<file path="src/rtl/multi_queue_rr_reader.sv">
// Round-robin reader that merges QUEUE_COUNT valid/ready beat streams into one registered output.
// Optional packet locking (hold the grant until in_last) is enabled by MULTI_QUEUE_RR_READER_PACKET_LOCK_EN.
module multi_queue_rr_reader #(
    parameter int QUEUE_COUNT = 4,
    parameter int WIDTH       = 32
) (
    input  logic                                  clk,
    input  logic                                  rst,
    input  logic [QUEUE_COUNT-1:0]                in_valid,
    input  logic [QUEUE_COUNT-1:0][WIDTH-1:0]     in_payload,
    input  logic [QUEUE_COUNT-1:0]                in_last,
    output logic [QUEUE_COUNT-1:0]                in_ready,
    output logic                                  out_valid,
    output logic [WIDTH-1:0]                      out_payload,
    output logic                                  out_last,
    output logic [$clog2(QUEUE_COUNT)-1:0]        out_queue,
    input  logic                                  out_ready
);

    localparam int IDX_W = $clog2(QUEUE_COUNT);

    function automatic logic [IDX_W-1:0] wrap_inc(input logic [IDX_W-1:0] v);
        if (v == IDX_W'(QUEUE_COUNT - 1)) begin
            wrap_inc = '0;
        end else begin
            wrap_inc = v + IDX_W'(1);
        end
    endfunction

    logic                   out_valid_r;
    logic [WIDTH-1:0]       out_payload_r;
    logic                   out_last_r;
    logic [IDX_W-1:0]       out_queue_r;
    logic [IDX_W-1:0]       ptr_r;
    logic [QUEUE_COUNT-1:0] elig_s;
    logic [QUEUE_COUNT-1:0] ready_s;
    logic [IDX_W-1:0]       grant_idx_s;
    logic                   found_s;
    logic                   load_s;
    logic                   accept_s;
    logic                   acc_last_s;

`ifdef MULTI_QUEUE_RR_READER_PACKET_LOCK_EN
    typedef enum logic [0:0] {
        ST_IDLE   = 1'b0,
        ST_LOCKED = 1'b1
    } state_t;

    state_t           state_r;
    state_t           state_s;
    logic [IDX_W-1:0] lock_idx_r;

    // While locked only the locked queue may be granted.
    always_comb begin
        elig_s = in_valid;
        if (state_r == ST_LOCKED) begin
            elig_s = in_valid & (QUEUE_COUNT'(1) << lock_idx_r);
        end else begin
            elig_s = in_valid;
        end
    end

    // Lock FSM next-state: enter on a non-last beat, leave on a last beat.
    always_comb begin
        state_s = state_r;
        case (state_r)
            ST_IDLE: begin
                if (accept_s && !acc_last_s) begin
                    state_s = ST_LOCKED;
                end else begin
                    state_s = ST_IDLE;
                end
            end
            ST_LOCKED: begin
                if (accept_s && acc_last_s) begin
                    state_s = ST_IDLE;
                end else begin
                    state_s = ST_LOCKED;
                end
            end
            default: state_s = ST_IDLE;
        endcase
    end

    // Lock FSM state, locked queue and round-robin pointer.
    always_ff @(posedge clk) begin
        if (rst) begin
            state_r    <= ST_IDLE;
            lock_idx_r <= '0;
            ptr_r      <= '0;
        end else begin
            state_r <= state_s;
            if (accept_s && state_r == ST_IDLE && state_s == ST_LOCKED) begin
                lock_idx_r <= grant_idx_s;
            end
            if (accept_s && state_s == ST_IDLE) begin
                ptr_r <= wrap_inc(grant_idx_s);
            end
        end
    end
`else
    // Per-beat arbitration: every valid queue is eligible.
    always_comb begin
        elig_s = in_valid;
    end

    // Round-robin pointer moves past each granted queue.
    always_ff @(posedge clk) begin
        if (rst) begin
            ptr_r <= '0;
        end else if (accept_s) begin
            ptr_r <= wrap_inc(grant_idx_s);
        end
    end
`endif

    // Round-robin search starting at ptr_r, wrapping modulo QUEUE_COUNT.
    always_comb begin
        logic [IDX_W-1:0] scan_s;
        grant_idx_s = ptr_r;
        found_s     = 1'b0;
        scan_s      = ptr_r;
        for (int i = 0; i < QUEUE_COUNT; i++) begin
            if (!found_s && elig_s[scan_s]) begin
                found_s     = 1'b1;
                grant_idx_s = scan_s;
            end else begin
                found_s     = found_s;
            end
            scan_s = wrap_inc(scan_s);
        end
    end

    // Grant is only issued when the output register can take a beat and reset is low.
    always_comb begin
        load_s     = !out_valid_r || out_ready;
        ready_s    = '0;
        accept_s   = 1'b0;
        acc_last_s = in_last[grant_idx_s];
        if (!rst && load_s && found_s) begin
            ready_s[grant_idx_s] = 1'b1;
            accept_s             = 1'b1;
        end else begin
            ready_s  = '0;
            accept_s = 1'b0;
        end
    end

    // Output register: loads on accept, drains when downstream takes the beat.
    always_ff @(posedge clk) begin
        if (rst) begin
            out_valid_r   <= 1'b0;
            out_payload_r <= '0;
            out_last_r    <= 1'b0;
            out_queue_r   <= '0;
        end else if (load_s) begin
            out_valid_r <= accept_s;
            if (accept_s) begin
                out_payload_r <= in_payload[grant_idx_s];
                out_last_r    <= acc_last_s;
                out_queue_r   <= grant_idx_s;
            end
        end
    end

    assign in_ready    = ready_s;
    assign out_valid   = out_valid_r;
    assign out_payload = out_payload_r;
    assign out_last    = out_last_r;
    assign out_queue   = out_queue_r;

endmodule

</file>
<file path="config.mk">
export PLATFORM = sky130hd
export DESIGN_NAME = multi_queue_rr_reader
export DESIGN_NICKNAME = d
export VERILOG_FILES = /design/src/rtl/multi_queue_rr_reader.sv
export SDC_FILE = /design/constraint.sdc
export NUM_CORES = 1
export LEC_CHECK = 0
export BUFFER_PORTS_ARGS = -buffer_cell sky130_fd_sc_hd__clkbuf_2
export CORE_MARGIN = 2
export CORE_UTILIZATION = 30
export CTS_CLUSTER_DIAMETER = 150
export DETAILED_ROUTE_END_ITERATION = 7
export PLACE_DENSITY = 0.73
export SLEW_MARGIN = 40
export SYNTH_ARGS = -nofsm -noshare
export SYNTH_HDL_FRONTEND = slang
export SYNTH_SLANG_ARGS = --single-unit
</file>
<file path="constraint.sdc">
create_clock -name clk -period 3.8 [get_ports clk]
set_input_delay 0.76 -clock clk [delete_from_list [all_inputs] [get_ports clk]]
set_output_delay 0.76 -clock clk [all_outputs]
set_load 0.01 [all_outputs]
</file>
### Word level (Yosys, flattened, before mapping)

Index checks and enable logic that the tools add are counted.
Widths: inputs -> output; s select.

| storage, ports and cells | value |
|---|---|
| register bits after elaboration | 38 |
| input port bits | 139 |
| output and inout bits | 40 |
| logic and storage cells | 59 |

| cells by class | value |
|---|---|
| $add $sub $neg | 4 |
| $lt $le $gt $ge | 6 |
| eq/ne operators | 4 |
| multiplexer cells | 27 |
| reductions and logical operators | 13 |

Operator list:

| kind | count |
|---|---|
| $bmux 32 s2 | 1 |
| $mux 32 | 1 |
| $lt 2x3->1 const B | 5 |
| $mux 2 | 7 |
| $mux 1 | 11 |
| $bmux 1 s2 | 5 |
| $add 2x1->2 const B | 4 |
| $eq 2x2->1 const B | 4 |
| $logic_and 1x1->1 | 6 |
| $logic_not 1->1 | 5 |
| $mux 4 | 1 |
| $demux 1 s2 | 1 |
| $ge 2x1->1 const B | 1 |
| $reduce_and 2->1 | 1 |
| $logic_or 1x1->1 | 1 |

### Longest topological paths before layout

| depth | value |
|---|---|
| depth in word-level cells | 17 |
| mapped depth | 12 |

### Worst setup path before layout

Ideal clock, no wire load.

| timing path | value |
|---|---|
| path kind | input -> output |
| start | input port in_valid[0] |
| end | output port in_ready[3] |
| data arrival time | 2.476 ns |
| data required time | 3.040 ns |
| setup slack | 0.564 ns |
| stages on the path | 10 |
| path through | clkbuf_1 mux2_4 a2111oi_2 o21ai_1 mux2i_1 nor3_2 buf_6 buf_6 ha_1 and2_1 |

| between the ends | value |
|---|---|
| longest elaborated chain between the ends | 17 |

Ends and longest elaborated chain:

| what | RTL line | RTL |
|---|---|---|
| from (decl) | 9 | `input logic [QUEUE_COUNT-1:0] in_valid,` |
| $bmux 1 s2 | 124 | `if (!found_s && elig_s[scan_s]) begin` |
| $mux 1 (not written as such) | 124 |  |
| $mux 1 | 124 |  |
| $logic_not 1->1 | 124 |  |
| $logic_and 1x1->1 | 124 |  |
| $mux 1 | 124 |  |
| $logic_not 1->1 | 124 |  |
| $logic_and 1x1->1 | 124 |  |
| $mux 1 | 124 |  |
| $logic_not 1->1 | 124 |  |
| $logic_and 1x1->1 | 124 |  |
| $mux 2 | 124 |  |
| $lt 2x3->1 (not written as such) or $ge 2x1->1 (tied branches) | 141 | `ready_s[grant_idx_s] = 1'b1;` |
| $logic_and 1x1->1 (not written as such) | 141 |  |
| $mux 1 (not written as such) | 141 |  |
| $demux 1 s2 | 141 |  |
| $mux 4 (*) | 140 | `if (!rst && load_s && found_s) begin` |
| to (decl) | 12 | `output logic [QUEUE_COUNT-1:0] in_ready,` |

Mark *: on every way between the ends. The rest lies on a longest branch, timed or not. The select of a mux whose other input is x is not followed.

### Final worst setup path

| timing path | value |
|---|---|
| start | register ptr_r[1] |
| end | output port in_ready[3] |

| between the ends | value |
|---|---|
| longest elaborated chain between the ends | 17 |

Ends and longest elaborated chain:

| what | RTL line | RTL |
|---|---|---|
| from (decl) | 34 | `logic [IDX_W-1:0] ptr_r;` |
| from (signal assigned) | 112 | `ptr_r <= wrap_inc(grant_idx_s);` |
| branches (longest 16 deep; another with $lt 2x3->1) | n/a |  |
| $mux 4 (*) | 140 |  |

Every way passes the cells marked *. The select of a mux whose other input is x is not followed.

==> flow_metrics.tcl <==
set metrics [dict create \
    die_h_um 97.19 \
    hold_class "reg2reg" \
    critPathLaunchType "flip-flop" \
    clockPowerShare_pct 13.5 \
    route.vias.total 2764 \
    irDropWorstVdd_v 0.0003576 \
    drive_above_1_share_pct 47.77 \
    globalRouteOverflowTotal 0 \
    dpl.hpwl_um 5978 \
    power-per-cell-area_mw_per_mm2 871.8 \
    slowest_delay_ps 450 \
    hold_buffers 0 \
    utilization_pct 44.29 \
    die-area_mm2 0.009445 \
    place_congestion 0.8613 \
    grt_max_degree 34 \
    grt_pass1_vias 2666 \
    layout_min_cycle_time_ps 3633 \
    antenna_found_initial 0 \
    r2r_slack_ps 370 \
    async_flop_share_pct 0 \
    root_buffer "clkbuf_8" \
    rsz0062_at_grt "false" \
    cp_max_fo 11 \
    fin_crit_sh_pct 95.62 \
    synthTopCellsByCount "mux2i_1, nand2_1, dfxtp_1, o221ai_1, buf_6" \
    wirelength_um 7662 \
    synth_area_mm2 0.002605 \
    p_leak_uw 0.001864 \
    synth_top_area_share_pct 29.20 \
    die_w_um 97.19 \
    seq_area_um2 762.0 \
    power_frac_comb_pct 66.0 \
    path_buf_inv 1 \
    ios 179 \
    ant_nets 0 \
    synth_top_area_cell "dfxtp_1" \
    drv_slew 0 \
    max_cap_viol_count 0 \
    outcome "finished clean" \
    multiInputGateArea_mm2 0.001640 \
    syn_to_final_growth_pct 41.11 \
    synth.avg_cell_area_um2 9.507 \
    p_seq_share_pct 20.4 \
    p_int_uw 1847 \
    reg2reg_to "out_payload[8]" \
    num_rows 33 \
    grt_pass1_wl_um 12550 \
    fillers 792 \
    timing.fmax_ghz 0.2752 \
    switchingPower_uw 1357 \
    worst-setup-path-type "reg2out" \
    setup_tns_ps 0 \
    synth_cell_types 44 \
    hold-path-endpoint "out_payload[1]" \
    vias_per_cell 4.998 \
    clock_skew_ps 8.732 \
    clock_latency_ps 290 \
    worstHoldStart "out_payload[1]" \
    cts_buffer_depth 2 \
    critPathTopFamily "simple AND/OR/NAND/NOR gates" \
    synthCells 274 \
    cp_cell_sequence "ha_1, or3_4, a2111oi_2, o21ai_1, mux2i_1, nor3_4, ha_1, and2_1, clkbuf_2" \
    cts_sinks 38 \
    synth_edf_count 0 \
    port_buffers 178 \
    nets 588 \
    clk_pin_slew_ps 80 \
    drt-pass1-iter-count 4 \
    drt_iter0_drc 64 \
    worst_pin_slew_ps 539.4 \
    synthesis.nets 415 \
    start_util_pct 31.39 \
    coreArea_mm2 0.008299 \
    finalSetupViolations 0 \
    synth_ff_type "dfxtp_1" \
    cp.arrival_ps 2870 \
    switching_share_pct 42.35 \
    htreeDepth 2 \
    cp_slowest_cell "dfxtp_2" \
    r2r-start "ptr_r[1]" \
    wl_per_cell_um 13.86 \
    num_antenna_cells 0 \
    yosys_register_bits 38 \
    worstPathRequired_ps 3040 \
    cpMostUsedCell "ha_1" \
    final-hold-violation-count 0 \
    yosys-top-cells-area "dfxtp_1, mux2i_1, o221ai_1" \
    slew_headroom_pct 64.04 \
    ys.warnings.count 0 \
    endpoint_kind "output port" \
    grt_usage_pct 15.99 \
    cts_made_buffers 5 \
    min_path_cells 2 \
    yosysMostFrequentCell "mux2i_1" \
    cts_tree "built" \
    whs_ps 465.3 \
    ys_seq_area_share_pct 29.20 \
    reg2regPathDepth 11 \
    drcViolationCount 0 \
]
[cell families after synthesis]
| logic type | Yosys count | share of synthesized area, % |
|---|---|---|
| simple gates | 66 | 12.10 |
| fa+ha+maj | 2 | 0.9605 |
| buf+inv | 28 | 8.069 |
| xor+xnor | 1 | 0.3363 |
| compound gates | 63 | 19.16 |
| mux | 76 | 30.16 |
| flops | 38 | 29.20 |
[flip-flops by register name, indices dropped and copies added, names as in the netlist]
| name | count |
|---|---|
| out_queue | 2 |
| ptr_r | 2 |
| out_last | 1 |
| out_valid | 1 |
| out_payload | 32 |
[final cells by class]
cell class              instances  area share (%)
clock buffers                   6           2.246
flip-flops and latches         38           20.73
inverters                       3          0.3063
clock inverters                 2           1.634
multi-input cells             208           44.62
repair buffers                191           26.89
well taps                     105           3.574
[routing by layer]
layer  part of all wire [%]  vias up  GRT usage, %
met5                      0        -             0
met4                    1.4        0         4.659
met1                     43     1260         19.74
met2                     49      117         28.10
li1                       -     1379             -
met3                    6.5        8         3.165
[layout by cell type, fill, tap and decap left out, types with 2 or more instances in the layout]
master / instances
clkbuf_2: 178
mux2i_1: 70
nand2_1: 40
dfxtp_1: 37
o221ai_1: 33
buf_4: 13
a21oi_1: 7
clkbuf_8: 6
nand2b_1: 5
nor2_1: 5
nor2b_1: 4
mux2_2: 3
o21ai_1: 3
o211ai_1: 3
o21ai_0: 3
and2_1: 3
o31ai_1: 2
inv_1: 2
a21o_1: 2
nor3b_1: 2
ha_1: 2
bufinv_16: 2
[timing repair]
item,4_1_cts,5_1_grt
endpoints found under the hold margin,0,0
gates cloned,0,0
pin swaps,1,1
endpoints found under the setup margin,1,1
gates resized for setup,1,0
buffers inserted,0,4
[metrics by stage]
step,setup WS [ps],std cells,power [µW],instance area [µm²]
global placement,439.2,541,2669,3502
CTS,125.0,549,3173,3646
detailed placement,318.4,541,2732,3502
floorplan,563.8,274,2392,2605
global route,10.22,553,3460,3676
finish,166.5,553,3205,3676
[worst register-to-register path: stages, from the launching register on]
cell and delay [ps]:
dfxtp_2 450, ha_1 280, or3_4 410, a2111oi_2 360
o21ai_1 130, mux2i_1 170, nor3_4 320, buf_4 170
buf_4 100, buf_4 430, mux2i_1 310, o221ai_1 140
[power by group through the flow]
stage               registers, µW  logic [µW]  clock network [µW]
floorplan                     713        1680                   0
global placement              657        2010                   0
detailed placement            659        2070                   0
CTS                           655        2070                 444
global route                  677        2320                 460
finish                        655        2120                 433
[worst max path at each step]
stage | startpoint | endpoint | slack [ps] | depth (start not counted)
6_report | ptr_r[1] | in_ready[3] | 170 | 9
5_1_grt | ptr_r[1] | in_ready[1] | 10 | 10
4_1_cts | ptr_r[1] | in_ready[3] | 120 | 9
3_5_place_dp | ptr_r[1] | in_ready[3] | 320 | 9
3_3_place_gp | ptr_r[1] | in_ready[3] | 440 | 9
2_1_floorplan | in_valid[0] | in_ready[3] | 560 | 10
Power figures use the tool's default switching activity.
